**src/rtl/screen_writer_pkg.sv**
```systemverilog
// Text-screen geometry and control codes shared by screen_writer and the char generator.
package screen_writer_pkg;
   localparam int ROWS          = 24;
   localparam int COLS          = 80;
   localparam int ROW_BITS      = 5;
   localparam int COL_BITS      = 7;
   localparam int ADDR_BITS     = 11;
   localparam int PAST_LAST_ROW = ROWS * COLS;

   localparam logic [7:0] CHAR_SPACE  = 8'h20;
   localparam logic [7:0] CHAR_BS     = 8'h08;
   localparam logic [7:0] CHAR_LF     = 8'h0A;
   localparam logic [7:0] CHAR_CR     = 8'h0D;
   localparam logic [7:0] PRINT_FIRST = 8'h20;
   localparam logic [7:0] PRINT_LAST  = 8'h7E;

   typedef enum logic [1:0] {
      INIT_CLEAR,
      IDLE,
      LINE_CLEAR
   } sw_state_t;
endpackage

```
**src/rtl/screen_writer.sv**
```systemverilog
// Turns a byte stream into char-buffer writes and scroll commands for a ROWS x COLS
// text screen whose buffer is a circular array starting at first_char.
module screen_writer #(
   parameter int ROWS      = screen_writer_pkg::ROWS,
   parameter int COLS      = screen_writer_pkg::COLS,
   parameter int ROW_BITS  = screen_writer_pkg::ROW_BITS,
   parameter int COL_BITS  = screen_writer_pkg::COL_BITS,
   parameter int ADDR_BITS = screen_writer_pkg::ADDR_BITS
) (
   input  logic                 clk,
   input  logic                 clr,
   input  logic [7:0]           data,
   input  logic                 valid,
   output logic                 ready,
   output logic [ADDR_BITS-1:0] buffer_waddr,
   output logic [7:0]           buffer_din,
   output logic                 buffer_wen,
   output logic [ADDR_BITS-1:0] buffer_first_char,
   output logic                 buffer_first_char_wen,
   output logic [ROW_BITS-1:0]  cursor_row,
   output logic [COL_BITS-1:0]  cursor_col
);
   import screen_writer_pkg::*;

   localparam int                   BUF_SIZE   = ROWS * COLS;
   localparam logic [ADDR_BITS:0]   BUF_SIZE_W = (ADDR_BITS+1)'(BUF_SIZE);
   localparam logic [ADDR_BITS-1:0] LAST_ADDR  = ADDR_BITS'(BUF_SIZE - 1);
   localparam logic [ADDR_BITS-1:0] COLS_A     = ADDR_BITS'(COLS);
   localparam logic [ADDR_BITS-1:0] LAST_CLEAR = ADDR_BITS'(COLS - 1);
   localparam logic [ROW_BITS-1:0]  LAST_ROW   = ROW_BITS'(ROWS - 1);
   localparam logic [COL_BITS-1:0]  LAST_COL   = COL_BITS'(COLS - 1);

   // Modular add for operands already below BUF_SIZE; wraps at the buffer size, not 2**ADDR_BITS.
   function automatic logic [ADDR_BITS-1:0] wrap_add(input logic [ADDR_BITS-1:0] a,
                                                     input logic [ADDR_BITS-1:0] b);
      logic [ADDR_BITS:0] sum;
      sum = {1'b0, a} + {1'b0, b};
      if (sum >= BUF_SIZE_W)
         sum = sum - BUF_SIZE_W;
      return sum[ADDR_BITS-1:0];
   endfunction

   sw_state_t            state_reg, state_next;
   logic [ADDR_BITS-1:0] fill_cnt_reg, fill_cnt_next;
   logic [ADDR_BITS-1:0] fill_addr_reg, fill_addr_next;
   logic [ADDR_BITS-1:0] first_char_reg, first_char_next;
   logic [ADDR_BITS-1:0] row_base_reg, row_base_next;
   logic [ROW_BITS-1:0]  cursor_row_reg, cursor_row_next;
   logic [COL_BITS-1:0]  cursor_col_reg, cursor_col_next;
   logic                 ready_reg, ready_next;
   logic [ADDR_BITS-1:0] waddr_reg, waddr_next;
   logic [7:0]           din_reg, din_next;
   logic                 wen_reg, wen_next;
   logic [ADDR_BITS-1:0] fc_out_reg, fc_out_next;
   logic                 fc_wen_reg, fc_wen_next;
   logic                 accept;

   assign accept = valid & ready_reg;

   always_ff @(posedge clk or posedge clr) begin
      if (clr) begin
         state_reg      <= INIT_CLEAR;
         fill_cnt_reg   <= '0;
         fill_addr_reg  <= '0;
         first_char_reg <= '0;
         row_base_reg   <= '0;
         cursor_row_reg <= '0;
         cursor_col_reg <= '0;
         ready_reg      <= 1'b0;
         waddr_reg      <= '0;
         din_reg        <= CHAR_SPACE;
         wen_reg        <= 1'b0;
         fc_out_reg     <= '0;
         fc_wen_reg     <= 1'b0;
      end else begin
         state_reg      <= state_next;
         fill_cnt_reg   <= fill_cnt_next;
         fill_addr_reg  <= fill_addr_next;
         first_char_reg <= first_char_next;
         row_base_reg   <= row_base_next;
         cursor_row_reg <= cursor_row_next;
         cursor_col_reg <= cursor_col_next;
         ready_reg      <= ready_next;
         waddr_reg      <= waddr_next;
         din_reg        <= din_next;
         wen_reg        <= wen_next;
         fc_out_reg     <= fc_out_next;
         fc_wen_reg     <= fc_wen_next;
      end
   end

   always_comb begin
      state_next      = state_reg;
      fill_cnt_next   = fill_cnt_reg;
      fill_addr_next  = fill_addr_reg;
      first_char_next = first_char_reg;
      row_base_next   = row_base_reg;
      cursor_row_next = cursor_row_reg;
      cursor_col_next = cursor_col_reg;
      ready_next      = 1'b0;
      waddr_next      = waddr_reg;
      din_next        = din_reg;
      wen_next        = 1'b0;
      fc_out_next     = fc_out_reg;
      fc_wen_next     = 1'b0;

      case (state_reg)
         INIT_CLEAR: begin
            wen_next   = 1'b1;
            waddr_next = fill_cnt_reg;
            din_next   = CHAR_SPACE;
            if (fill_cnt_reg == LAST_ADDR) begin
               fill_cnt_next = '0;
               state_next    = IDLE;
            end else begin
               fill_cnt_next = fill_cnt_reg + ADDR_BITS'(1);
            end
         end

         LINE_CLEAR: begin
            wen_next       = 1'b1;
            waddr_next     = fill_addr_reg;
            din_next       = CHAR_SPACE;
            fill_addr_next = wrap_add(fill_addr_reg, ADDR_BITS'(1));
            if (fill_cnt_reg == LAST_CLEAR) begin
               fill_cnt_next = '0;
               state_next    = IDLE;
            end else begin
               fill_cnt_next = fill_cnt_reg + ADDR_BITS'(1);
            end
         end

         IDLE: begin
            // ready is registered, so it first rises the cycle after the last clear write.
            ready_next = 1'b1;
            if (accept) begin
               if (data >= PRINT_FIRST && data <= PRINT_LAST) begin
                  wen_next   = 1'b1;
                  waddr_next = wrap_add(row_base_reg, ADDR_BITS'(cursor_col_reg));
                  din_next   = data;
                  if (cursor_col_reg != LAST_COL)
                     cursor_col_next = cursor_col_reg + COL_BITS'(1);
               end else if (data == CHAR_CR) begin
                  cursor_col_next = '0;
               end else if (data == CHAR_BS) begin
                  if (cursor_col_reg != '0)
                     cursor_col_next = cursor_col_reg - COL_BITS'(1);
               end else if (data == CHAR_LF) begin
                  row_base_next = wrap_add(row_base_reg, COLS_A);
                  if (cursor_row_reg != LAST_ROW) begin
                     cursor_row_next = cursor_row_reg + ROW_BITS'(1);
                  end else begin
                     // Scroll: the old top row becomes the new bottom row and is blanked.
                     first_char_next = wrap_add(first_char_reg, COLS_A);
                     fc_out_next     = wrap_add(first_char_reg, COLS_A);
                     fc_wen_next     = 1'b1;
                     fill_addr_next  = first_char_reg;
                     fill_cnt_next   = '0;
                     ready_next      = 1'b0;
                     state_next      = LINE_CLEAR;
                  end
               end
            end
         end

         default: begin
            state_next = INIT_CLEAR;
         end
      endcase
   end

   assign ready                 = ready_reg;
   assign buffer_waddr          = waddr_reg;
   assign buffer_din            = din_reg;
   assign buffer_wen            = wen_reg;
   assign buffer_first_char     = fc_out_reg;
   assign buffer_first_char_wen = fc_wen_reg;
   assign cursor_row            = cursor_row_reg;
   assign cursor_col            = cursor_col_reg;
endmodule

```
**config.mk**
```make
export PLATFORM = sky130hd
export DESIGN_NAME = screen_writer
export DESIGN_NICKNAME = d
export VERILOG_FILES = /design/src/rtl/screen_writer_pkg.sv /design/src/rtl/screen_writer.sv
export SDC_FILE = /design/constraint.sdc
export NUM_CORES = 1
export LEC_CHECK = 0
export BUFFER_PORTS_ARGS = -buffer_cell sky130_fd_sc_hd__buf_2
export CAP_MARGIN = 20
export CORE_UTILIZATION = 44
export CTS_CLUSTER_DIAMETER = 200
export CTS_CLUSTER_SIZE = 14
export DETAILED_ROUTE_END_ITERATION = 12
export PLACE_DENSITY = 0.66
export SETUP_SLACK_MARGIN = 0.15
export SLEW_MARGIN = 20
export SYNTH_ARGS = -nofsm -noshare
export SYNTH_HDL_FRONTEND = slang
export SYNTH_SLANG_ARGS = --single-unit
```
**constraint.sdc**
```tcl
create_clock -name clk -period 2.4 [get_ports clk]
set_input_delay 0.48 -clock clk [delete_from_list [all_inputs] [get_ports clk]]
set_output_delay 0.48 -clock clk [all_outputs]
set_load 0.03 [all_outputs]
```
==> results of run 1 <==
==> worst max-delay path, stage by stage (launching register included) <==
cell	delay, ps
dfrtp_2	450
ha_1	330
a21o_1	230
a21oi_4	190
xnor2_1	200
ha_4	180
nand3_2	70
a31oi_2	190
mux2i_1	210
o21a_1	120
==> worst paths after layout <==
kind                            startpoint                   end  slack (ps)  cells after the start
hold / removal                         clr       row_base_reg[6]         190                      2
setup reg to reg           row_base_reg[5]       buffer_waddr[9]         170                      9
setup / recovery           row_base_reg[5]       buffer_waddr[9]         170                      9
hold reg to reg            buffer_waddr[5]       buffer_waddr[5]         470                      2
max in group asynchronous              clr  buffer_first_char[4]        1570                      3
min in group clk                   data[2]         buffer_din[2]         470                      2
==> what timing repair did <==
action	4_1_cts	5_1_grt
cloned	0	1
pin swaps	4	21
setup buffers	4	7
hold buffers	0	0
endpoints found under the setup margin	9	16
gates resized for setup	3	29
==> cell type report <==
cell class | count | area [um^2]
Fill cell | 985 | 4770
Multi-Input combinational cell | 460 | 3140
Sequential cell | 72 | 1810
Timing Repair Buffer | 104 | 691
Clock buffer | 11 | 233
Tap cell | 140 | 175
Inverter | 24 | 93.8
Clock inverter | 4 | 70.1
==> per-stage QoR <==
stage                     hold WS (ps)  setup WS (ps)
after floorplan                    505           76.3
after global placement             462            128
after detailed placement           465           59.4
after CTS                          203            145
after global routing               231           82.8
final                              189            171
==> cells in the mapped netlist (all sizes together), types with 6 or more instances <==
master	count	share of area
a21oi	31	0.031
a22o	10	0.017
a22oi	6	0.0090
a31oi	13	0.016
and3	6	0.0075
buf	14	0.015
clkbuf	28	0.021
dfrtp	71	0.35
ha	22	0.055
inv	24	0.018
mux2i	11	0.022
nand2	66	0.049
nand3	35	0.036
nand4	9	0.011
nor2	38	0.028
nor2b	6	0.0075
nor3	15	0.015
o21ai	54	0.054
o22ai	9	0.012
o31ai	6	0.0090
or3	8	0.010
xnor2	14	0.024
==> kinds of logic (layout without fill, tap and decap cells) <==
group,Yosys count,in the layout,synth area share
AO/OA/AOI/OAI,185,185,0.248
XOR/XNOR,19,19,0.0331
AND/OR/NAND/NOR,214,214,0.215
multiplexers,15,15,0.0309
buffers and inverters,66,143,0.0543
other,1,4,0.000747
adder cells (fa/ha/maj),23,23,0.0588
flip-flops,72,72,0.359
==> where the power goes <==
| group | switching, W | leakage, nW | internal [W] |
|---|---|---|---|
| clock network | 0.000520 | 0.149 | 0.000901 |
| logic | 0.0000648 | 1.70 | 0.0000236 |
| registers | 0 | 0.898 | 0.00121 |
==> per-layer routing <==
layer,routed length (um),track usage
met5,0,0
met4,266,0.0820
met3,771,0.0538
met2,6550,0.375
met1,6480,0.341
==> flow_summary.yaml, run 1 <==
clock_network:
  cts_tree: "done"
  path_clk_slew_ps: 60
  cts.sinks: 72
  cts_inserted_buffers: 9
  clk_latency_ps: 350
  htree_levels: 3
  cts.path.max_buffers: 2
  root_buffer: "clkbuf_16"
synthesis:
  synth-edff-count: 0
  netlist-cell-type-count: 75
  synthArstFlopShare: 1.00
  syn_inst: 595
  synth-seq-cells: 72
  ys_dominant_reg_cell: "dfrtp_1"
  yosysWarnings: 0
  avgSynthCellArea_um2: 8.44
  synth_area_um2: 5020
  ys_seq_area_frac: 0.359
sta:
  drv_slew: 0
  fin_crit_sh: 0.929
  worstMarginPinSlew_ps: 695
  fmax_mhz: 449
  fin_worst_skew_ps: 10.4
  maxSlewHeadroom: 0.528
  fin_crit_ps: 2230
  hold_viol: 0
  rsz0062_at_grt: "true"
  setup_viol: 0
  tns_ps: 0
grt:
  grt_max_degree: 51
  grt_first_pass_wirelength_mm: 22.5
  grt_usage: 0.245
  antenna_found_initial: 0
  grt_pass1_vias: 4520
  globalRouteOverflowTotal: 0
critical_path:
  cp.required_ps: 2690
  crit_arrival_ps: 2520
  worstSetupPathType: "reg -> reg"
  worstSetupEndpointType: "flop"
  startpoint_type: "flop"
  critPathMaxFanout: 7
layout:
  final_cell_mix: "dfrtp_1, nand2_1, buf_2, buf_4, o21ai_0"
  stdcell_area_um2: 6210
  diodes: 0
  syn2layout_area_growth_pct: 23.6
  finalNetCount: 705
  fin_cells: 815
  layout_commonest_cell: "dfrtp_1"
  layout-drive-gt1-share: 0.243
  final_util: 0.565
place:
  dpl.hpwl_mm: 9.85
  gp_congestion: 0.869
  dpl_cell_area_um2: 5660
  place_inst: 788
  place.port_buffers: 51
floorplanning:
  rows: 38
  dieArea_um2: 11800
  io_pins: 56
  core_um2: 11000
  die_h_um: 109
  die_w_um: 109
  initial_core_util: 0.457
power_and_ir_drop:
  p_total_w: 0.00272
  power.static_leakage_nw: 2.75
  power.density_nw_per_um2: 439
  peakVddDrop_uv: 576
status:
  status: "finished, final reports clean"
routing:
  via_count: 4909
  drtIter0Drc: 244
  wirelength_mm: 14.1
  via_per_inst: 6.02
  drt_pass1_iterations: 5
  wire_per_inst_um: 17.3
  post-route-drc-count: 0
  detail-route-antenna-nets: 0
min_path:
  min_path_type: "in -> async"
job:
  max-cap-violations: 0
Power figures use the tool's default switching activity.
==> run 2: changes to the inputs <==
Settings changed: PLACE_DENSITY 0.66 to 0.64.
Clock period 2.4 ns to 2.65 ns, I/O delays scaled along.
==> flow_summary.yaml, run 2 (synthesis results as in run 1) <==
status:
  status: "finished, final reports clean"
job:
  max-cap-violations: 0
layout:
  fin_cells: 787
  finalNetCount: 676
  syn2layout_area_growth_pct: 16.3
  diodes: 0
  layout-drive-gt1-share: 0.190
  final_cell_mix: "nand2_1, dfrtp_1, o21ai_0, buf_2, nor2_1"
critical_path:
  crit_family: "simple AND/OR/NAND/NOR gates"
  startpoint_type: "flop"
  cp.required_ps: 2900
  critPathMaxFanout: 7
  worstSetupEndpointType: "flop"
  worst-path-buf-inv: 0
  crit_path_max_incr_delay_ps: 430
  rr_endpoint: "fill_addr_reg[8]"
  crit_arrival_ps: 2630
  reg2regPathDepth: 9
  path_cells: "ha_4, nand2_1, or3_1, xnor2_1, ha_1, nor2b_1, and3_1, a211o_1, o31ai_1"
  worstSetupPathType: "reg -> reg"
  critPathSlowestCell: "dfrtp_2"
  rr_startpoint: "fill_addr_reg[0]"
  regToRegSetupSlack_ps: 280
place:
  dpl.hpwl_mm: 9.42
  place.port_buffers: 51
  place_inst: 769
  gp_congestion: 0.877
routing:
  drt_pass1_iterations: 5
  via_per_inst: 6.07
  detail-route-antenna-nets: 0
  wirelength_mm: 13.3
  via_count: 4777
  wire_per_inst_um: 16.9
  drtIter0Drc: 305
  post-route-drc-count: 0
clock_network:
  cts.path.max_buffers: 2
  path_clk_slew_ps: 60
  root_buffer: "clkbuf_16"
  cts.sinks: 72
  cts_tree: "done"
  clk_latency_ps: 350
  cts_hold_repair.buffers: 0
  cts_inserted_buffers: 9
  htree_levels: 3
grt:
  grt_max_degree: 73
  antenna_found_initial: 0
  grt_pass1_vias: 4444
  globalRouteOverflowTotal: 0
  grt_usage: 0.238
  grt_first_pass_wirelength_mm: 21.9
min_path:
  min_path_type: "in -> async"
floorplanning:
  initial_core_util: 0.457
  rows: 38
  core_um2: 11000
  dieArea_um2: 11800
  die_h_um: 109
  die_w_um: 109
  io_pins: 56
sta:
  fin_worst_skew_ps: 10.4
  fmax_mhz: 421
  maxSlewHeadroom: 0.525
  setup_viol: 0
  hold_viol: 0
  tns_ps: 0
  rsz0062_at_grt: "false"
  fin_crit_sh: 0.896
  fin_crit_ps: 2370
  worstMarginPinSlew_ps: 699
  drv_slew: 0
power_and_ir_drop:
  power.density_nw_per_um2: 401
  peakVddDrop_uv: 378
  power.static_leakage_nw: 2.55
==> run 2: changes by cell type in the layout (fill, tap and decap cells not counted), sizes merged <==
cell    delta
clkbuf     -1
buf       -28
clkinv     +2
inv        +1
bufinv     -2
==> run 2: through the flow <==
step | hold WS, ps | instance area, um^2 | util | setup slack (ps) | total power (W)
2_1_floorplan | 505 | 5040 | - | 136 | 0.00117
4_1_cts | 274 | 5760 | 0.524 | 151 | 0.00237
3_3_place_gp | 459 | 5480 | 0.499 | 203 | 0.00120
6_report | 244 | 5840 | 0.532 | 276 | 0.00234
3_5_place_dp | 470 | 5480 | 0.499 | 164 | 0.00120
5_1_grt | 286 | 5840 | 0.532 | 150 | 0.00242
==> run 2: worst max-delay path by stage <==
| stage | from | to | slack [ps] | depth (start not counted) |
|---|---|---|---|---|
| finish | fill_addr_reg[0] | fill_addr_reg[8] | 280 | 9 |
| floorplan | clr | cursor_col[4] | 140 | 1 |
| CTS | fill_addr_reg[0] | fill_addr_reg[8] | 150 | 9 |
| global route | fill_addr_reg[0] | fill_addr_reg[8] | 150 | 9 |
| detailed placement | fill_addr_reg[0] | fill_addr_reg[8] | 160 | 9 |
| global placement | fill_addr_reg[0] | fill_addr_reg[8] | 200 | 9 |
==> run 2: what timing repair did <==
action,CTS,global route
gates resized for setup,0,17
setup endpoints to repair,0,5
setup buffers,0,2
==> run 2: routing by layer <==
metal | GRT usage | share of wire | vias up
met4 | 0.0946 | 0.017 | 0
met5 | 0 | 0 | -
li1 | - | - | 2283
met1 | 0.308 | 0.45 | 2335
met3 | 0.0568 | 0.054 | 16
met2 | 0.382 | 0.48 | 143
==> run 2: worst reg2reg max path: stages, from the launching register on <==
cell     delay (ps)
dfrtp_2         430
ha_4            180
nand2_1         120
or3_1           380
xnor2_1         170
ha_1            300
nor2b_1          50
and3_1          180
a211o_1         280
o31ai_1         180
==> run 2: layout make-up <==
cell class	instances	area, um^2
Clock buffer	11	253
Clock inverter	5	31.3
Fill cell	1020	5140
Inverter	24	90.1
Multi-Input combinational cell	460	3020
Sequential cell	72	1810
Tap cell	140	175
Timing Repair Buffer	75	460
==> run 2: report_power, final <==
group | switching, W | internal (W) | total [W]
registers | 0 | 0.00110 | 0.00110
clock network | 0.000485 | 0.000681 | 0.00117
logic | 0.0000584 | 0.0000191 | 0.0000775
==> run 3: changes to the inputs <==
Settings changed: CTS_BUF_LIST set to sky130_fd_sc_hd__clkbuf_8.
==> flow_summary.yaml, run 3 (synthesis results as in run 1) <==
clock_network:
  path_clk_slew_ps: 80
  cts_tree: "done"
  cts_hold_repair.buffers: 0
  htree_levels: 3
  cts.path.max_buffers: 2
  root_buffer: "clkbuf_8"
  cts_inserted_buffers: 9
  clk_latency_ps: 370
  cts.sinks: 72
job:
  max-cap-violations: 0
place:
  gp_congestion: 0.877
  place.port_buffers: 51
  dpl.hpwl_mm: 9.42
  place_inst: 769
routing:
  drtIter0Drc: 291
  via_count: 4723
  drt_pass1_iterations: 5
  detail-route-antenna-nets: 0
  post-route-drc-count: 0
  wire_per_inst_um: 16.9
  wirelength_mm: 13.3
  via_per_inst: 6.00
layout:
  finalNetCount: 676
  layout-drive-gt1-share: 0.187
  multi_input_area_um2: 3010
  seqCellArea_um2: 1810
  fin_cells: 787
  diodes: 0
  syn2layout_area_growth_pct: 14.1
  final_util: 0.522
  fillers: 1030
  final_cell_mix: "nand2_1, dfrtp_1, o21ai_0, buf_2, nor2_1"
grt:
  antenna_found_initial: 0
  grt_pass1_vias: 4457
  grt_usage: 0.238
  grt_max_degree: 73
  globalRouteOverflowTotal: 0
  grt_first_pass_wirelength_mm: 21.9
sta:
  fmax_mhz: 424
  fin_crit_sh: 0.891
  rsz0062_at_grt: "true"
  hold_slack_ps: 222
  setup_viol: 0
  tns_ps: 0
  drv_slew: 0
  hold_viol: 0
  fin_crit_ps: 2360
  maxSlewHeadroom: 0.514
  fin_worst_skew_ps: 14.5
  worstMarginPinSlew_ps: 715
critical_path:
  crit_path_max_incr_delay_ps: 430
  worstSetupPathType: "reg -> reg"
  reg2regPathDepth: 9
  rr_endpoint: "fill_addr_reg[8]"
  worstSetupEndpointType: "flop"
  crit_arrival_ps: 2640
  startpoint_type: "flop"
  regToRegSetupSlack_ps: 290
  crit_family: "simple AND/OR/NAND/NOR gates"
  critPathSlowestCell: "dfrtp_2"
  critPathMaxFanout: 7
  cp.required_ps: 2930
  rr_startpoint: "fill_addr_reg[0]"
  path_cells: "ha_4, nand2_1, or3_1, xnor2_1, ha_1, nor2b_1, and3_1, a211o_1, o31ai_1"
  worst-path-buf-inv: 0
min_path:
  min_path_type: "in -> async"
floorplanning:
  die_w_um: 109
  initial_core_util: 0.457
  die_h_um: 109
  io_pins: 56
  core_um2: 11000
  dieArea_um2: 11800
  rows: 38
power_and_ir_drop:
  power.static_leakage_nw: 2.50
  p_total_w: 0.00200
  peakVddDrop_uv: 282
  power.density_nw_per_um2: 350
status:
  status: "finished, final reports clean"
[run 3: cell counts in the layout (fill, tap and decap cells not counted)]
No cell type changed its count.
[run 3: tightest hold or removal path: stages]
cell and delay (ps):
buf_2 100, inv_2 60, buf_12 320
[run 3: timing repair]
item,in CTS,in global routing
resized for setup,1,14
pin swaps,0,1
setup endpoints to repair,2,5
setup buffers,1,1
[run 3: per-stage QoR]
step | worst slack, ps | cell area (um^2)
2_1_floorplan | 136 | 5040
3_3_place_gp | 203 | 5480
3_5_place_dp | 164 | 5480
4_1_cts | 189 | 5670
5_1_grt | 122 | 5730
6_report | 289 | 5730
[run 3: layer usage]
metal	GRT usage	vias to the layer above	wire length, um
li1	-	2284	-
met1	0.309	2278	6030
met2	0.384	134	6300
met3	0.0412	27	643
met4	0.110	0	331
met5	0	-	0
[run 3: cell type report]
cell class / instances / share of cell area
Timing Repair Buffer: 75 / 0.0803
Clock buffer: 11 / 0.0264
Tap cell: 140 / 0.0306
Inverter: 24 / 0.0157
Multi-Input combinational cell: 460 / 0.526
Sequential cell: 72 / 0.316
Clock inverter: 5 / 0.00546
[run 3: worst max path at each step]
stage / startpoint / endpoint / slack [ps] / cells after the start
after global routing: row_base_reg[4] / row_base_reg[9] / 120 / 9
final: fill_addr_reg[0] / fill_addr_reg[8] / 290 / 9
after detailed placement: fill_addr_reg[0] / fill_addr_reg[8] / 160 / 9
after CTS: fill_addr_reg[0] / fill_addr_reg[8] / 190 / 9
after floorplan: clr / cursor_col[4] / 140 / 1
after global placement: fill_addr_reg[0] / fill_addr_reg[8] / 200 / 9
[run 3: power breakdown]
group / total, W / leakage [nW] / internal, W / switching (W)
Combinational: 0.0000775 / 1.51 / 0.0000191 / 0.0000584
Sequential: 0.00110 / 0.900 / 0.00110 / 0
Clock: 0.000829 / 0.0951 / 0.000387 / 0.000442
Total: 0.00200 / 2.50 / 0.00150 / 0.000500
